--- src/rtl/cpu_pkg.sv ---
// Shared constants and types for the multi-cycle RISC-V integer core.
package cpu_pkg;

  localparam int OPC_W   = 7;
  localparam int REG_W   = 5;
  localparam int F3_W    = 3;
  localparam int F7_W    = 7;
  localparam int IMM_I_W = 12;
  localparam int IMM_B_W = 13;

  localparam logic [OPC_W-1:0] OPC_OP     = 7'b0110011;
  localparam logic [OPC_W-1:0] OPC_OP_IMM = 7'b0010011;
  localparam logic [OPC_W-1:0] OPC_BRANCH = 7'b1100011;

  localparam logic [F3_W-1:0] F3_ADD = 3'b000;
  localparam logic [F3_W-1:0] F3_SLL = 3'b001;
  localparam logic [F3_W-1:0] F3_XOR = 3'b100;
  localparam logic [F3_W-1:0] F3_SR  = 3'b101;
  localparam logic [F3_W-1:0] F3_OR  = 3'b110;
  localparam logic [F3_W-1:0] F3_AND = 3'b111;
  localparam logic [F3_W-1:0] F3_BEQ = 3'b000;

  localparam logic [F7_W-1:0] F7_BASE = 7'b0000000;
  localparam logic [F7_W-1:0] F7_ALT  = 7'b0100000;
  localparam logic [F7_W-1:0] F7_MUL  = 7'b0000001;

  typedef enum logic [2:0] {BOOT, FETCH, DECODE, EXEC, WB, HALT} state_t;

  typedef enum logic [2:0] {
    ALU_ADD, ALU_SUB, ALU_AND, ALU_OR, ALU_XOR, ALU_SLL, ALU_SRA, ALU_MUL
  } alu_op_t;

endpackage

--- src/rtl/cpu_regfile.sv ---
// Integer register file: two combinational read ports, one write port, debug read.
// x0 is never written, so it always reads zero; indices >= NUM_REGS read zero.
module cpu_regfile
  import cpu_pkg::*;
#(
  parameter int XLEN     = 32,
  parameter int NUM_REGS = 32
) (
  input  logic             clk,
  input  logic             rst_n,
  input  logic [REG_W-1:0] raddr_a,
  output logic [XLEN-1:0]  rdata_a,
  input  logic [REG_W-1:0] raddr_b,
  output logic [XLEN-1:0]  rdata_b,
  input  logic             we,
  input  logic [REG_W-1:0] waddr,
  input  logic [XLEN-1:0]  wdata,
  input  logic [REG_W-1:0] dbg_sel,
  output logic [XLEN-1:0]  dbg_data
);

  localparam int AW = $clog2(NUM_REGS);

  logic [XLEN-1:0] regs [NUM_REGS];

  function automatic logic in_range(logic [REG_W-1:0] idx);
    return int'(idx) < NUM_REGS;
  endfunction

  assign rdata_a  = in_range(raddr_a) ? regs[raddr_a[AW-1:0]] : '0;
  assign rdata_b  = in_range(raddr_b) ? regs[raddr_b[AW-1:0]] : '0;
  assign dbg_data = in_range(dbg_sel) ? regs[dbg_sel[AW-1:0]] : '0;

  always_ff @(posedge clk or negedge rst_n) begin
    if (!rst_n) begin
      for (int i = 0; i < NUM_REGS; i++) regs[i] <= '0;
    end else if (we && waddr != '0 && in_range(waddr)) begin
      regs[waddr[AW-1:0]] <= wdata;
    end
  end

endmodule

--- src/rtl/cpu_multicycle.sv ---
// Multi-cycle RV32/64 integer core with req/ack instruction fetch and illegal-op halt.
// Build option: define CPU_MUL_EN to execute mul; otherwise mul halts as illegal.
module cpu_multicycle
  import cpu_pkg::*;
#(
  parameter int              XLEN     = 32,
  parameter int              NUM_REGS = 32,
  parameter logic [XLEN-1:0] PC_RESET = '0
) (
  input  logic             clk_i,
  input  logic             rst_i,
  output logic             imem_req_o,
  output logic [XLEN-1:0]  imem_addr_o,
  input  logic             imem_ack_i,
  input  logic [31:0]      imem_rdata_i,
  output logic             retire_o,
  output logic             halt_o,
  input  logic [REG_W-1:0] dbg_sel_i,
  output logic [XLEN-1:0]  dbg_data_o
);

  // state  | meaning
  // BOOT   | one idle cycle after reset release before the first fetch
  // FETCH  | request held with PC on the bus until ack, IR latched
  // DECODE | legality check, operand read, immediate sign-extension
  // EXEC   | ALU result and beq comparison latched
  // WB     | rd written, PC advanced, retire pulse
  // HALT   | illegal instruction seen; left only through reset

  localparam int SHW = $clog2(XLEN);

  state_t          state;
  logic            boot_done;
  logic [31:0]     ir;
  logic [XLEN-1:0] pc, op_a, op_b, imm, result;
  alu_op_t         op;
  logic [REG_W-1:0] rd;
  logic            wb_en, is_beq, taken;

  logic [OPC_W-1:0] opcode;
  logic [REG_W-1:0] rd_f, rs1_f, rs2_f;
  logic [F3_W-1:0]  f3;
  logic [F7_W-1:0]  f7;
  logic [XLEN-1:0]  imm_i, imm_b, rs1_data, rs2_data, alu_out;

  assign opcode = ir[0 +: OPC_W];
  assign rd_f   = ir[7 +: REG_W];
  assign f3     = ir[12 +: F3_W];
  assign rs1_f  = ir[15 +: REG_W];
  assign rs2_f  = ir[20 +: REG_W];
  assign f7     = ir[25 +: F7_W];
  assign imm_i  = {{(XLEN-IMM_I_W){ir[31]}}, ir[31:20]};
  assign imm_b  = {{(XLEN-IMM_B_W){ir[31]}}, ir[31], ir[7], ir[30:25], ir[11:8], 1'b0};

  assign imem_addr_o = pc;

  function automatic logic reg_ok(logic [REG_W-1:0] idx);
    return int'(idx) < NUM_REGS;
  endfunction

  logic    dec_legal, dec_use_imm, dec_wb, dec_beq, dec_rs2, dec_rd;
  alu_op_t dec_op;

  always_comb begin
    dec_legal   = 1'b0;
    dec_use_imm = 1'b0;
    dec_wb      = 1'b0;
    dec_beq     = 1'b0;
    dec_rs2     = 1'b0;
    dec_rd      = 1'b0;
    dec_op      = ALU_ADD;
    case (opcode)
      OPC_OP: begin
        dec_wb  = 1'b1;
        dec_rs2 = 1'b1;
        dec_rd  = 1'b1;
        if (f7 == F7_BASE) begin
          dec_legal = 1'b1;
          case (f3)
            F3_ADD:  dec_op = ALU_ADD;
            F3_SLL:  dec_op = ALU_SLL;
            F3_XOR:  dec_op = ALU_XOR;
            F3_OR:   dec_op = ALU_OR;
            F3_AND:  dec_op = ALU_AND;
            default: dec_legal = 1'b0;
          endcase
        end else if (f7 == F7_ALT && f3 == F3_ADD) begin
          dec_legal = 1'b1;
          dec_op    = ALU_SUB;
`ifdef CPU_MUL_EN
        end else if (f7 == F7_MUL && f3 == F3_ADD) begin
          dec_legal = 1'b1;
          dec_op    = ALU_MUL;
`endif
        end
      end
      OPC_OP_IMM: begin
        dec_wb      = 1'b1;
        dec_rd      = 1'b1;
        dec_use_imm = 1'b1;
        if (f3 == F3_ADD) begin
          dec_legal = 1'b1;
          dec_op    = ALU_ADD;
        end else if (f3 == F3_SR && f7[6:1] == F7_ALT[6:1] && (XLEN == 64 || !f7[0])) begin
          // shamt lives in the low SHW bits of the I-immediate
          dec_legal = 1'b1;
          dec_op    = ALU_SRA;
        end
      end
      OPC_BRANCH: begin
        dec_rs2 = 1'b1;
        dec_beq = 1'b1;
        dec_legal = (f3 == F3_BEQ);
      end
      default: ;
    endcase
    if (!reg_ok(rs1_f) || (dec_rs2 && !reg_ok(rs2_f)) || (dec_rd && !reg_ok(rd_f)))
      dec_legal = 1'b0;
  end

  always_comb begin
    alu_out = '0;
    case (op)
      ALU_ADD: alu_out = op_a + op_b;
      ALU_SUB: alu_out = op_a - op_b;
      ALU_AND: alu_out = op_a & op_b;
      ALU_OR:  alu_out = op_a | op_b;
      ALU_XOR: alu_out = op_a ^ op_b;
      ALU_SLL: alu_out = op_a << op_b[SHW-1:0];
      ALU_SRA: alu_out = $unsigned($signed(op_a) >>> op_b[SHW-1:0]);
`ifdef CPU_MUL_EN
      ALU_MUL: alu_out = op_a * op_b;
`endif
      default: alu_out = op_a + op_b;
    endcase
  end

  cpu_regfile #(.XLEN(XLEN), .NUM_REGS(NUM_REGS)) u_regfile (
    .clk      (clk_i),
    .rst_n    (rst_i),
    .raddr_a  (rs1_f),
    .rdata_a  (rs1_data),
    .raddr_b  (rs2_f),
    .rdata_b  (rs2_data),
    .we       (state == WB && wb_en),
    .waddr    (rd),
    .wdata    (result),
    .dbg_sel  (dbg_sel_i),
    .dbg_data (dbg_data_o)
  );

  always_ff @(posedge clk_i or negedge rst_i) begin
    if (!rst_i) begin
      state      <= BOOT;
      boot_done  <= 1'b0;
      imem_req_o <= 1'b0;
      retire_o   <= 1'b0;
      halt_o     <= 1'b0;
      pc         <= PC_RESET;
      ir         <= '0;
      op_a       <= '0;
      op_b       <= '0;
      imm        <= '0;
      result     <= '0;
      op         <= ALU_ADD;
      rd         <= '0;
      wb_en      <= 1'b0;
      is_beq     <= 1'b0;
      taken      <= 1'b0;
    end else begin
      retire_o <= 1'b0;
      case (state)
        BOOT: begin
          if (boot_done) begin
            state      <= FETCH;
            imem_req_o <= 1'b1;
          end else begin
            boot_done <= 1'b1;
          end
        end
        FETCH: begin
          if (imem_ack_i) begin
            ir         <= imem_rdata_i;
            imem_req_o <= 1'b0;
            state      <= DECODE;
          end
        end
        DECODE: begin
          if (!dec_legal) begin
            state  <= HALT;
            halt_o <= 1'b1;
          end else begin
            op_a   <= rs1_data;
            op_b   <= dec_use_imm ? imm_i : rs2_data;
            imm    <= dec_beq ? imm_b : imm_i;
            op     <= dec_op;
            rd     <= rd_f;
            wb_en  <= dec_wb;
            is_beq <= dec_beq;
            state  <= EXEC;
          end
        end
        EXEC: begin
          result   <= alu_out;
          taken    <= (op_a == op_b);
          retire_o <= 1'b1;
          state    <= WB;
        end
        WB: begin
          pc         <= (is_beq && taken) ? pc + imm : pc + XLEN'(4);
          imem_req_o <= 1'b1;
          state      <= FETCH;
        end
        HALT: ;
        default: state <= HALT;
      endcase
    end
  end

endmodule

--- config.mk ---
export PLATFORM = sky130hd
export DESIGN_NAME = cpu_multicycle
export DESIGN_NICKNAME = d
export VERILOG_FILES = /design/src/rtl/cpu_pkg.sv /design/src/rtl/cpu_regfile.sv /design/src/rtl/cpu_multicycle.sv
export SDC_FILE = /design/constraint.sdc
export NUM_CORES = 2
export LEC_CHECK = 0
export CAP_MARGIN = 20
export CORE_ASPECT_RATIO = 1.75
export CORE_MARGIN = 2
export CORE_UTILIZATION = 40
export CTS_BUF_LIST = sky130_fd_sc_hd__clkbuf_16
export DETAILED_ROUTE_END_ITERATION = 8
export GPL_TIMING_DRIVEN = 0
export PLACE_DENSITY_LB_ADDON = 0.05
export SLEW_MARGIN = 0
export SYNTH_ARGS = -nofsm -noshare
export SYNTH_HDL_FRONTEND = slang
export SYNTH_SLANG_ARGS = --single-unit
--- constraint.sdc ---
create_clock -name clk_i -period 4.31 [get_ports clk_i]
set_input_delay 0.862 -clock clk_i [delete_from_list [all_inputs] [get_ports clk_i]]
set_output_delay 0.862 -clock clk_i [all_outputs]
set_load 0.02 [all_outputs]
[Yosys cells after proc, flatten, opt, wreduce, memory -nomap -nowiden]
Cells that the tools add are included.
Word-level totals
  input bits: 40
  bits in registers: 1215
  word-level logic and storage cells: 151
  output and inout port bits: 67
Cells by class
  shift operators: 2
  bitwise gates (word level): 9
  reductions and logical operators: 20
  $lt $le $gt $ge: 5
  add/sub/neg operators: 4
  muxes and demuxes: 39
  eq/ne operators: 24
Operator list (count)
  $bwmux W1024: 1
  $bmux W32 S5: 3
  $mux W32: 9
  $pmux W32 S6: 1
  $demux W32 S5: 1
  $add A32 B32 Y32: 2
  $add A32 B3 Y32 const B: 1
  $and A32 B32 Y32: 1
  $eq A32 B32 Y1: 1
  $or A32 B32 Y32: 1
  $shl A32 B5 Y32: 1
  $sshr A32 B5 Y32: 1
  $sub A32 B32 Y32: 1
  $xor A32 B32 Y32: 1
  $eq A3 B3 Y1 const B: 9
  $ge A6 B6 Y1 const B: 4
  $not A5 Y6: 4
  $mux W3: 6
  $pmux W3 S6: 1
  $eq A7 B6 Y1 const B: 2
  $eq A3 B2 Y1 const B: 4
  $mux W1: 12
  $mux W12: 1
  $pmux W3 S4: 1
  19 further kinds: 34

[Depth between registers and ports, before layout]
  depth after elaboration: 8
  gate-level depth with buffers: 17
  depth with buffers taken out: 14

[Hierarchy]
From an unflattened synthesis, not the netlist that was laid out.
Second synthesis, totals
  cell total of the unflattened synthesis: 8007
  area, all modules: 82645.5 µm²
Modules (own cells, without submodules)
  cpu_regfile: seq. area each 25624.6 µm², area an instance 64292.9 µm², times used 1, cells an instance 5759
  cpu_multicycle: seq. area each 4779.6 µm², area an instance 18352.6 µm², times used 1, cells an instance 2248

[Worst setup path before layout]
Ideal clock, no wire load.
  kind: input port to output port
  start point: input dbg_sel_i[0]
  end point: output dbg_data_o[0]
  setup slack: 0.314 ns
  stages on the path: 6
  arrival time: 3.134 ns
  path buffers: 3
  required time: 3.448 ns
  cells stage by stage: clkbuf_1 -> clkbuf_1 -> buf_1 -> mux4_2 -> mux4_2 -> mux2_2
Between the ends
  cells in the longest elaborated chain, start to end: 4
RTL lines
  start: declaration: RTL line cpu_multicycle.sv:18  | input logic [REG_W-1:0] dbg_sel_i,
  $not A5 Y6 (not written as such): RTL line cpu_regfile.sv:32  | assign dbg_data = in_range(dbg_sel) ? regs[dbg_sel[AW-1:0]] : '0;
  $bmux W32 S5: RTL line cpu_regfile.sv:32
  $mux W32 (not written as such) (2 in a row): RTL line cpu_regfile.sv:32
  end: declaration: RTL line cpu_multicycle.sv:19  | output logic [XLEN-1:0] dbg_data_o
No other way between the ends. The select of a mux whose other input is x is not followed.

[Final worst setup path]
  start point: input dbg_sel_i[1]
  end point: output dbg_data_o[12]
Same word-level chain as after synthesis.

==> metrics.md <==
| Metric | Value |
|---|---|
| P_sw | 0.00601 W |
| Final setup viols | 22 |
| First-pass GRT wire length | 541000 µm |
| Number of global-route vias before repair | 62388 |
| Internal power | 0.0185 W |
| Number of maximum-capacitance violations | 0 |
| Rows | roughly 220 |
| Die Span Y | roughly 600 µm |
| Final period util | 105% |
| Yosys Warn Count | 0 |
| Core ar. | 198000 µm² |
| DRC violations left | 0 |
| Worst vdd ir | 320 µV |
| Pleak | 39.1 nW |
| Required time worst endpoint | 3.45 ns |
| Total track usage | between 30% and 40% |
| Worst-Margin Slew | 1.30 ns |
| Mapped Cells | 5766 |
| RR Endpoint | result[21]$_DFFE_PN0P_ |
| FF+latch count, synth | 1215 |
| Clock power share | roughly 50% |
| Status | complete, but fails checks |
| Dpl cells | 8661 |
| CP Capture Type | output port |
| Initial antenna violation count | 26 |
| CTS Sinks | 1215 |
| Asr flop ratio synth | 100% |
| Distinct cell type count after synthesis | 102 |
| Setup WS post-layout | -0.202 ns |
| Clk root buf | clkbuf_16 |
| Layout Cells excl Fill | 8937 |
| Syn Nets | 5937 |
| Hold Startpoint | halt_o$_DFFE_PN0P_ |
| Cell count of the worst reg-to-reg path | 11 |
| Die Footprint | 203000 µm² |
| Most common cell after layout, fill and taps aside | dfrtp_1 |
| Final Max Slew Viols | 0 |
| Critical path arrival | 3.65 ns |
| Fmax | about 0.22 GHz |
| Num ports | 107 |
| Critical path fanouts, max | 10 |
| DR pass1 iterations | 8 |
| Main flop type after synthesis | dfrtp_1 |
| Cell area after synthesis | 79500 µm² |
| Share of cells above drive strength 1 | 43.9% |
| CTS clk-pin slew, worst paths | 0.06 ns |
| DRT iter0 DRCs | roughly 6300 |
| RR Startpoint | op_b[0]$_DFFE_PN0P_ |
| Global placer's final weighted congestion | 1.03 |
| FF-to-FF setup slack | -0.15 ns |
| Chip width | 341 µm |
| Final Skew | 0.0931 ns |
| Net Sw Frac | 24.6% |
| Synthesized area per cell | 13.8 µm² |
| Worst hold margin | 0.480 ns |
| Initial core utilization | between 40% and 50% |
| Via-to-Cell Ratio | around 6.8 |
| Failing checks | negative setup slack |
| Depth of the CTS H-tree | 4 |
| Slew HR | 10.9% |
| CTS Buf Count | 140 |
| Seq/Total Area, Yosys | 38.2% |
| # nets final | 6382 |
| Routed Wire Length | 400000 µm |
| Reg power frac | 46.6% |
| Final Hold Fails | 0 |
| Syn-to-layout area delta | 15.8% |
| Worst hold endpoint | halt_o$_DFFE_PN0P_ |
| Clock Tree Buf Depth | 4 |
| Final Critical Period | 4.51 ns |
| Clock network latency to the later pin of the worst-skew pair | 0.87 ns |
| Antenna Nets Post-Route | 0 |
| Type of the most critical hold path | register to register |
| Critical path class | input pin to output port |
| HPWL after detailed placement | 305000 µm |
| Count of flip-flops with a built-in enable after synthesis | 0 |
| Pwr Density | 266 nW/µm² |
| Largest net degree at the start of global routing | 167 |
| RSZ-0062 raised after global routing | true |
| # port buffers | 101 |
| CTS tree | yes |
| Routed len/inst | 44.8 µm |
| Commonest cells after routing, fill and taps aside | dfrtp_1 (1206), mux2_2 (1059), mux4_2 (1010) |
| Critical Path Start Type | input pin |
| Power share of the combinational group | 3.6% |
| GRT Residual Overflow | 0 |
| Vias | 60861 |
| Worst Hold Path Cells | 1 |
[logic make-up after synthesis]
logic type	count (synthesis)	synth area share [%]
adder cells (fa/ha/maj)	132	2.10
AND/OR/NAND/NOR	699	3.95
buffers and inverters	732	3.72
multiplexers	2180	45.2
AO/OA/AOI/OAI	761	6.31
flip-flops	1215	38.2
XOR/XNOR	47	0.518
[synthesized netlist by cell type, types with 7 or more instances]
| library cell | instances | share of area, % |
|---|---|---|
| mux2_1 | 13 | 0.18 |
| nand3_1 | 45 | 0.28 |
| o21ai_0 | 135 | 0.85 |
| a21oi_1 | 183 | 1.2 |
| nand2_1 | 232 | 1.1 |
| inv_1 | 115 | 0.54 |
| buf_2 | 63 | 0.40 |
| clkbuf_1 | 381 | 1.8 |
| o22ai_1 | 22 | 0.17 |
| a31oi_1 | 31 | 0.24 |
| a21o_1 | 39 | 0.37 |
| or3_1 | 10 | 0.079 |
| mux2_2 | 1059 | 15 |
| nor2b_1 | 33 | 0.26 |
| and2_1 | 13 | 0.10 |
| a211oi_1 | 44 | 0.42 |
| a221o_1 | 7 | 0.088 |
| nor3_1 | 43 | 0.27 |
| mux2i_1 | 90 | 1.1 |
| o21bai_1 | 25 | 0.24 |
| nor4_1 | 12 | 0.094 |
| xor2_1 | 17 | 0.19 |
| buf_1 | 143 | 0.67 |
| nand2b_1 | 15 | 0.12 |
| o211ai_1 | 27 | 0.25 |
| mux4_1 | 8 | 0.26 |
| o31ai_1 | 36 | 0.34 |
| and3_1 | 18 | 0.14 |
| a211o_1 | 9 | 0.099 |
| mux4_2 | 1010 | 29 |
| nor2_1 | 234 | 1.1 |
| buf_4 | 15 | 0.14 |
| nand4_1 | 17 | 0.13 |
| o21ai_1 | 69 | 0.43 |
| a221oi_1 | 19 | 0.21 |
| ha_1 | 128 | 2.0 |
| dfrtp_1 | 1215 | 38 |
| a22oi_1 | 16 | 0.15 |
| xnor2_1 | 30 | 0.33 |
[critical path: stages]
cell	delay, ns
clkbuf_2	0.33
clkbuf_1	0.43
buf_8	0.24
mux4_2	0.31
mux4_2	0.52
mux2_2	0.36
clkdlybuf4s50_1	0.57
[layer usage]
metal,share of wire [%],global-route usage (%),vias up
li1,-,-,23523
met1,33,42.0,32461
met2,48,65.2,3406
met3,7.3,8.93,1451
met4,12,35.9,20
met5,0.056,0,-
[through the flow]
step	cell area (µm²)	util (%)	TNS, ns	setup WS [ns]	total power, W
floorplan	79500	-	0	0.314	0.0119
global placement	83800	42.4	-	-56.81	0.0124
detailed placement	86800	43.9	-62.38	-2.06	0.0125
CTS	91800	46.4	-2.35	-0.184	0.0246
global route	92100	46.5	-2.22	-0.192	0.0250
finish	92100	46.6	-2.07	-0.202	0.0245
[power groups by stage]
stage / logic, W / registers (W) / clock network, W
after floorplan: 0.000246 / 0.0116 / 0
after global placement: 0.000713 / 0.0117 / 0
after detailed placement: 0.000846 / 0.0116 / 0
after CTS: 0.000873 / 0.0114 / 0.0123
after global routing: 0.000918 / 0.0114 / 0.0127
final: 0.000879 / 0.0114 / 0.0122
[final cells by class]
class                      count  area [µm²]
fill                       18031      106000
multi-input combinational   3819       46500
sequential                  1215       30400
timing repair buffer         305        4080
clock buffer                 142        3550
tap                         2616        3270
buffer                       610        3000
clock inverter                96         807
inverter                     120         463
antenna                       14        35.0
[how the worst max path moves through the flow]
| stage | start | end | slack (ns) | depth (start not counted) |
|---|---|---|---|---|
| floorplan | dbg_sel_i[0] | dbg_data_o[0] | 0.31 | 6 |
| CTS | dbg_sel_i[0] | dbg_data_o[28] | -0.18 | 8 |
| detailed placement | op_b[3]$_DFFE_PN0P_ | result[25]$_DFFE_PN0P_ | -2.06 | 16 |
| global route | dbg_sel_i[0] | dbg_data_o[28] | -0.19 | 8 |
| finish | dbg_sel_i[1] | dbg_data_o[12] | -0.20 | 7 |
| global placement | rst_i | u_regfile.regs[273]$_DFFE_PN0P_ | -56.81 | 1 |
[sequential cells by signal, summed over array words and instances (netlist names), 5 cells and up]
name	flops
op_a	32
op_b	32
result	32
ir	32
rd	5
imm	13
imem_addr_o	32
u_regfile.regs	1024
[what timing repair did]
action,CTS,global route
gates resized for setup,164,52
setup buffers,8,10
pin swaps,10,13
endpoints found under the hold margin,35,0
endpoints found under the setup margin,62,35
cloned,1,0
hold buffers,1,0
Power figures use the tool's default switching activity.
